[config.mk]
export PLATFORM = sky130hd
export DESIGN_NAME = ascon_perm_dom_nshare_flat
export DESIGN_NICKNAME = d
export VERILOG_FILES = /design/src/rtl/ascon_perm_dom_nshare_if.sv /design/src/rtl/ascon_perm_dom_nshare.sv /design/src/flat_wrapper.sv
export SDC_FILE = /design/constraint.sdc
export NUM_CORES = 2
export LEC_CHECK = 0
export BUFFER_PORTS_ARGS = -buffer_cell sky130_fd_sc_hd__buf_2
export CAP_MARGIN = 40
export CORE_AREA = 2 2 622 624
export DETAILED_ROUTE_END_ITERATION = 8
export DIE_AREA = 0 0 624 626
export PLACE_DENSITY = 0.4
export SYNTH_ARGS = -nofsm -noshare
export SYNTH_HDL_FRONTEND = slang
export SYNTH_SLANG_ARGS = --single-unit
[constraint.sdc]
create_clock -name clk -period 40.7 [get_ports clk]
set_clock_uncertainty 0.05 [all_clocks]
set_input_delay 4.07 -clock clk [delete_from_list [all_inputs] [get_ports clk]]
set_output_delay 4.07 -clock clk [all_outputs]
set_load 0.05 [all_outputs]
[src/rtl/ascon_perm_dom_nshare_if.sv]
// Handshake and data bundle between the masked Ascon permutation engine,
// its mode controller and the randomness source.
interface ascon_perm_dom_nshare_if #(
  parameter int NSHARES = 2
);
  localparam int SW     = 320 * NSHARES;
  localparam int RAND_W = 320 * NSHARES * (NSHARES - 1) / 2;

  logic              in_valid;
  logic              in_ready;
  logic [1:0]        mode;
  logic [SW-1:0]     state_in;
  logic              rnd_valid;
  logic              rnd_ready;
  logic [RAND_W-1:0] randbits;
  logic              out_valid;
  logic              out_ready;
  logic [SW-1:0]     state_out;
  logic              busy;

  modport master (
    output in_valid, mode, state_in, rnd_valid, randbits, out_ready,
    input  in_ready, rnd_ready, out_valid, state_out, busy
  );

  modport slave (
    input  in_valid, mode, state_in, rnd_valid, randbits, out_ready,
    output in_ready, rnd_ready, out_valid, state_out, busy
  );
endinterface

[src/rtl/ascon_perm_dom_nshare.sv]
// Iterative DOM-masked Ascon permutation with NSHARES Boolean shares.
// Each round takes two cycles: cross-domain products are registered in RS1, compressed in RS2.
module ascon_perm_dom_nshare #(
  parameter int NSHARES = 2
) (
  input logic                    clk,
  input logic                    RST,
  ascon_perm_dom_nshare_if.slave bus
);
  localparam int NPAIRS = NSHARES * (NSHARES - 1) / 2;
  localparam int SW     = 320 * NSHARES;

  typedef enum logic [1:0] {IDLE, RS1, RS2, DONE} fsm_t;

  fsm_t          fsm_reg;
  logic [SW-1:0] state_reg;
  logic [3:0]    round_reg;
  logic          in_ready_reg;
  logic          rnd_ready_reg;
  logic          out_valid_reg;
  logic          busy_reg;

  // Cross-domain registers: ij holds share i's term for pair (i<j), ji holds share j's.
  logic [319:0] cross_ij_reg  [NPAIRS];
  logic [319:0] cross_ji_reg  [NPAIRS];
  logic [319:0] cross_ij_next [NPAIRS];
  logic [319:0] cross_ji_next [NPAIRS];

  logic [4:0][63:0] aff [NSHARES];
  logic [4:0][63:0] na  [NSHARES];
  logic [4:0][63:0] bm  [NSHARES];
  logic [SW-1:0]    state_next;
  logic [7:0]       rc;

  function automatic logic [63:0] rotr(input logic [63:0] x, input int n);
    return (x >> n) | (x << (64 - n));
  endfunction

  function automatic int pair_idx(input int i, input int j);
    return i * NSHARES - (i * (i + 1)) / 2 + (j - i - 1);
  endfunction

  function automatic logic [3:0] start_round(input logic [1:0] m);
    case (m)
      2'b01:   return 4'd4;
      2'b10:   return 4'd6;
      default: return 4'd0;
    endcase
  endfunction

  assign rc = {4'hF - round_reg, round_reg};

  // RS2 recomputes the affine layer from the unchanged state register, so only
  // the cross-domain terms need to be held across the round boundary.
  generate
    for (genvar gi = 0; gi < NSHARES; gi++) begin : g_share
      logic [4:0][63:0] x;
      logic [63:0]      x2c;
      logic [319:0]     acc;
      logic [4:0][63:0] y;
      logic [4:0][63:0] z;
      logic [4:0][63:0] lin;

      assign x   = state_reg[320*gi +: 320];
      assign x2c = (gi == 0) ? (x[2] ^ {56'h0, rc}) : x[2];

      assign aff[gi] = {x[4] ^ x[3], x[3], x2c ^ x[1], x[1], x[0] ^ x[4]};
      // chi computes x_k ^ (~x_{k+1} & x_{k+2}); the inversion lives in share 0 only.
      assign na[gi]  = {aff[gi][0], aff[gi][4], aff[gi][3], aff[gi][2], aff[gi][1]}
                       ^ {320{gi == 0}};
      assign bm[gi]  = {aff[gi][1], aff[gi][0], aff[gi][4], aff[gi][3], aff[gi][2]};

      always_comb begin
        acc = aff[gi] ^ (na[gi] & bm[gi]);
        for (int i = 0; i < NSHARES; i++) begin
          for (int j = i + 1; j < NSHARES; j++) begin
            if (i == gi) acc = acc ^ cross_ij_reg[pair_idx(i, j)];
            if (j == gi) acc = acc ^ cross_ji_reg[pair_idx(i, j)];
          end
        end
      end

      assign y = acc;
      assign z = {y[4], y[3] ^ y[2], y[2] ^ {64{gi == 0}}, y[1] ^ y[0], y[0] ^ y[4]};

      assign lin[0] = z[0] ^ rotr(z[0], 19) ^ rotr(z[0], 28);
      assign lin[1] = z[1] ^ rotr(z[1], 61) ^ rotr(z[1], 39);
      assign lin[2] = z[2] ^ rotr(z[2], 1)  ^ rotr(z[2], 6);
      assign lin[3] = z[3] ^ rotr(z[3], 10) ^ rotr(z[3], 17);
      assign lin[4] = z[4] ^ rotr(z[4], 7)  ^ rotr(z[4], 41);

      assign state_next[320*gi +: 320] = lin;
    end

    for (genvar gi = 0; gi < NSHARES; gi++) begin : g_pi
      for (genvar gj = gi + 1; gj < NSHARES; gj++) begin : g_pj
        localparam int P = gi * NSHARES - (gi * (gi + 1)) / 2 + (gj - gi - 1);
        logic [319:0] r;
        assign r = bus.randbits[320*P +: 320];
        assign cross_ij_next[P] = (na[gi] & bm[gj]) ^ r;
        assign cross_ji_next[P] = (na[gj] & bm[gi]) ^ r;
      end
    end
  endgenerate

  always_ff @(posedge clk) begin
    if (RST) begin
      fsm_reg       <= IDLE;
      state_reg     <= '0;
      round_reg     <= '0;
      in_ready_reg  <= 1'b1;
      rnd_ready_reg <= 1'b0;
      out_valid_reg <= 1'b0;
      busy_reg      <= 1'b0;
      for (int p = 0; p < NPAIRS; p++) begin
        cross_ij_reg[p] <= '0;
        cross_ji_reg[p] <= '0;
      end
    end else begin
      case (fsm_reg)
        IDLE: begin
          if (bus.in_valid) begin
            state_reg    <= bus.state_in;
            round_reg    <= start_round(bus.mode);
            in_ready_reg <= 1'b0;
            if (bus.mode == 2'b11) begin
              fsm_reg       <= DONE;
              out_valid_reg <= 1'b1;
            end else begin
              fsm_reg       <= RS1;
              rnd_ready_reg <= 1'b1;
              busy_reg      <= 1'b1;
            end
          end
        end
        RS1: begin
          if (bus.rnd_valid) begin
            for (int p = 0; p < NPAIRS; p++) begin
              cross_ij_reg[p] <= cross_ij_next[p];
              cross_ji_reg[p] <= cross_ji_next[p];
            end
            fsm_reg       <= RS2;
            rnd_ready_reg <= 1'b0;
          end
        end
        RS2: begin
          state_reg <= state_next;
          if (round_reg == 4'd11) begin
            fsm_reg       <= DONE;
            out_valid_reg <= 1'b1;
            busy_reg      <= 1'b0;
          end else begin
            round_reg     <= round_reg + 4'd1;
            fsm_reg       <= RS1;
            rnd_ready_reg <= 1'b1;
          end
        end
        DONE: begin
          if (bus.out_ready) begin
            fsm_reg       <= IDLE;
            out_valid_reg <= 1'b0;
            in_ready_reg  <= 1'b1;
          end
        end
        default: fsm_reg <= IDLE;
      endcase
    end
  end

  assign bus.in_ready  = in_ready_reg;
  assign bus.rnd_ready = rnd_ready_reg;
  assign bus.out_valid = out_valid_reg;
  assign bus.busy      = busy_reg;
  assign bus.state_out = state_reg;
endmodule

[src/flat_wrapper.sv]
// flat-port wrapper written by rule: the top's interface ports become plain ports
module ascon_perm_dom_nshare_flat 
#(
  parameter int NSHARES = 2
)
  (clk, RST, bus_in_valid, bus_mode, bus_state_in, bus_rnd_valid, bus_randbits, bus_out_ready, bus_in_ready, bus_rnd_ready, bus_out_valid, bus_state_out, bus_busy);
  ascon_perm_dom_nshare_if #(.NSHARES(NSHARES)) bus_i ();
  input logic clk;
  input logic RST;
  input wire logic [$bits(bus_i.in_valid)-1:0] bus_in_valid;
  input wire logic [$bits(bus_i.mode)-1:0] bus_mode;
  input wire logic [$bits(bus_i.state_in)-1:0] bus_state_in;
  input wire logic [$bits(bus_i.rnd_valid)-1:0] bus_rnd_valid;
  input wire logic [$bits(bus_i.randbits)-1:0] bus_randbits;
  input wire logic [$bits(bus_i.out_ready)-1:0] bus_out_ready;
  output wire logic [$bits(bus_i.in_ready)-1:0] bus_in_ready;
  output wire logic [$bits(bus_i.rnd_ready)-1:0] bus_rnd_ready;
  output wire logic [$bits(bus_i.out_valid)-1:0] bus_out_valid;
  output wire logic [$bits(bus_i.state_out)-1:0] bus_state_out;
  output wire logic [$bits(bus_i.busy)-1:0] bus_busy;
  assign bus_i.in_valid = bus_in_valid;
  assign bus_i.mode = bus_mode;
  assign bus_i.state_in = bus_state_in;
  assign bus_i.rnd_valid = bus_rnd_valid;
  assign bus_i.randbits = bus_randbits;
  assign bus_i.out_ready = bus_out_ready;
  assign bus_in_ready = bus_i.in_ready;
  assign bus_rnd_ready = bus_i.rnd_ready;
  assign bus_out_valid = bus_i.out_valid;
  assign bus_state_out = bus_i.state_out;
  assign bus_busy = bus_i.busy;
  ascon_perm_dom_nshare #(.NSHARES(NSHARES)) u_core (.clk(clk), .RST(RST), .bus(bus_i));
endmodule
==> impl_metrics.env <==
export IMPL_start_util=0.248
export IMPL_cp_arrival_ns=8.39
export IMPL_yosys_warnings=0
export IMPL_rrSetupSlack_ns=35.28
export IMPL_ant_nets=0
export IMPL_fmax_ghz=0.128
export IMPL_drtPass1Iterations=8
export IMPL_netlist_area_um2=95300
export IMPL_r2r_start="u_core.fsm_reg[0]"
export IMPL_r2r_cells=9
export IMPL_synth_fa_ha_area_frac=0.0475
export IMPL_tightest_slew_ns=1.24
export IMPL_viasPerCell=5.56
export IMPL_cts_buffers=185
export IMPL_drive_gt1_frac=0.237
export IMPL_drc_errors=0
export IMPL_status="complete, no violations"
export IMPL_dieHeight_um=626
export IMPL_period_share=0.192
export IMPL_async_reset_ff_frac=0
export IMPL_synthFlopType="dfxtp_1"
export IMPL_area_growth_pct=27.0
export IMPL_grt_overflow_total=0
export IMPL_cp_startpoint="bus_rnd_valid"
export IMPL_worstSetupStartpointType="primary input"
export IMPL_path_class="in2reg"
export IMPL_synthSimpleGateAreaFrac=0.0958
export IMPL_largest_reg_flops=640
export IMPL_ctsRootBufferMaster="clkbuf_16"
export IMPL_final_hold_viol_count=0
export IMPL_rr_endpoint="u_core.cross_ij_reg[0][95]"
export IMPL_worst_path_max_fanout=70
export IMPL_period_needed_ns=7.80
export IMPL_layout_nets=12600
export IMPL_first_global_vias=86800
export IMPL_clock_path_buffers=4
export IMPL_numPortBuffers=1610
export IMPL_post_cts_resized=0
export IMPL_rsz0062_at_grt="false"
export IMPL_cts_tree="done"
export IMPL_met2_length_mm=341
export IMPL_finalSetupTns_ns=0
export IMPL_post_cts_buffers=0
export IMPL_dp_hpwl_mm=665
export IMPL_drtIter0Drc=12900
export IMPL_gp_congestion=1.03
export IMPL_wl_per_cell_um=47.5
export IMPL_die_w_um=624
export IMPL_synth_xor_area_share=0.329
export IMPL_row_count=228
export IMPL_top_layer_used="met5"
export IMPL_dr_wl_met3_mm=69.4
export IMPL_critPathCaptureType="register"
export IMPL_crit_required_ns=41.29
export IMPL_grt_pass1_wl_mm=983
export IMPL_num_io_pins=1611
export IMPL_die_area_um2=391000
export IMPL_wl_met1_mm=308
export IMPL_synth_cell_type_count=52
export IMPL_grt_max_degree=156
export IMPL_vias=92900
export IMPL_drv_slew=0
export IMPL_cts_clk_slew_worst_paths_ns=0.06
export IMPL_clock_sinks=1290
export IMPL_cts_hold_buf=0
export IMPL_filler_cell_count=40100
export IMPL_drt_total_wl_mm=794
export IMPL_yosysSeqAreaShare=0.338
export IMPL_slew_headroom=0.176
export IMPL_insertion_delay_ns=0.97
export IMPL_synth_edf_count=640
export IMPL_muxShareOfSynthArea=0.0232
export IMPL_postSynthCellCount=9444
export IMPL_avgSynthCellArea_um2=10.1
export IMPL_synth_top_family_by_area="XOR/XNOR gates"
export IMPL_syn_num_nets=10700
export IMPL_synth_compound_area_frac=0.130
export IMPL_cts_htree_levels=4
export IMPL_cap_violations=0
export IMPL_ys_seq_elements=1290
export IMPL_antenna_found_initial=234
export IMPL_grt_util_all_layers=0.391
export IMPL_min_delay_path_class="reg2reg"
export IMPL_endpoint="u_core.cross_ij_reg[0][95]"
export IMPL_core_region_area_um2=384000
export IMPL_setup_viol_count_final=0
==> metrics by stage <==
stage,setup WS [ns],utilization,cell area (µm²),hold WS [ns],instances
finish,32.90,0.315,121000,0.450,16700
global route,32.83,0.314,121000,0.479,16600
CTS,33.08,0.314,121000,0.452,16600
detailed placement,32.09,0.299,115000,0.444,16200
global placement,31.79,0.291,112000,0.439,16000
floorplan,5.49,-,95300,0.487,9444
==> layout by cell type, fill, tap and decap left out, drive strengths merged, types with 55 or more instances in the layout <==
master / Yosys / layout
a221oi: 389 / 389
o31a: 55 / 55
xnor3: 307 / 307
and3: 68 / 68
o21ai: 458 / 458
maj3: 128 / 128
or3: 232 / 232
nor2: 876 / 876
nor2b: 185 / 185
a21boi: 65 / 65
clkbuf: 434 / 295
dfxtp: 650 / 650
a31oi: 108 / 108
inv: 450 / 456
xor2: 715 / 715
nand2: 492 / 492
o22ai: 120 / 120
xnor2: 1545 / 1545
a211oi: 177 / 177
mux2i: 221 / 221
nor3: 63 / 63
ha: 259 / 259
a21oi: 432 / 432
xor3: 163 / 163
edfxtp: 640 / 640
buf: 26 / 2207
diode: 0 / 99
==> critical path, cell delays in order <==
cell     delay, ns
buf_2         0.12
nand2_1       0.29
or3_4         0.58
buf_4         0.80
buf_4         0.77
buf_4         0.33
buf_16        0.30
buf_4         0.71
nor2_1        0.13
==> synth_stat cells (5+ instances only) <==
cell	count	area (µm²)
ha_1	259	3240
and2_1	32	200
a31oi_1	108	676
a21boi_0	65	488
nand3_1	9	45.0
xor2_1	653	5720
o221ai_1	7	61.3
inv_1	450	1690
o31a_1	55	482
o311ai_0	39	342
xnor2_1	1504	13200
o22ai_1	120	751
a211oi_1	177	1330
nand3b_1	40	300
a21oi_1	432	2160
nor2_1	876	3290
xnor2_2	41	667
maj3_1	128	1280
nand2b_1	5	31.3
nor2b_1	185	1160
o21ai_0	458	2290
or3_1	232	1450
xnor3_1	307	6910
and3_1	68	425
edfxtp_1	640	19200
dfxtp_1	650	13000
nand2_1	492	1850
clkbuf_1	434	1630
a221oi_2	5	75.1
buf_2	8	40.0
o2bb2ai_1	14	123
mux2i_1	221	2210
a221oi_1	384	3360
xor3_1	157	3730
buf_1	18	67.6
o21a_1	14	105
nor3_1	63	315
xor2_2	62	1010
==> final cells by class <==
| cell class | instances | area, µm² | area share |
|---|---|---|---|
| diodes | 99 | 248 | 0.00205 |
| clock buffers | 292 | 5440 | 0.0449 |
| clock inverters | 53 | 484 | 0.00400 |
| inverters | 451 | 1700 | 0.0141 |
| multi-input cells | 7243 | 60700 | 0.502 |
| flip-flops and latches | 1290 | 32200 | 0.266 |
| well taps | 5060 | 6330 | 0.0523 |
| repair buffers | 2210 | 13900 | 0.115 |
==> worst min path at each step <==
stage,endpoint,cells after the start,slack (ns),startpoint
after detailed placement,u_core.bus.out_valid,2,0.44,u_core.bus.out_valid
after global routing,u_core.bus.out_valid,2,0.48,u_core.bus.out_valid
after CTS,u_core.bus.out_valid,2,0.45,u_core.bus.out_valid
after floorplan,u_core.round_reg[1],2,0.49,u_core.round_reg[1]
after global placement,u_core.bus.out_valid,2,0.44,u_core.bus.out_valid
final,u_core.bus.out_valid,2,0.45,u_core.bus.out_valid
==> logic make-up after synthesis <==
family / Yosys count
buffers and inverters: 911
muxes: 221
DFF: 1290
AOI/OAI and AO/OA: 1893
adders and majority gates: 387
and+or+nand+nor: 2012
xor gates and xnor gates: 2730
==> routing by layer <==
| layer | global-route usage | vias to the layer above |
|---|---|---|
| li1 | - | 37200 |
| met1 | 0.477 | 47900 |
| met2 | 0.591 | 6085 |
| met3 | 0.0941 | 1627 |
| met4 | 0.307 | 104 |
| met5 | 0 | - |
Power is left out: the tool's default activity adds up to more than one toggle a clock period on the data nets, which glitch-free logic cannot reach.
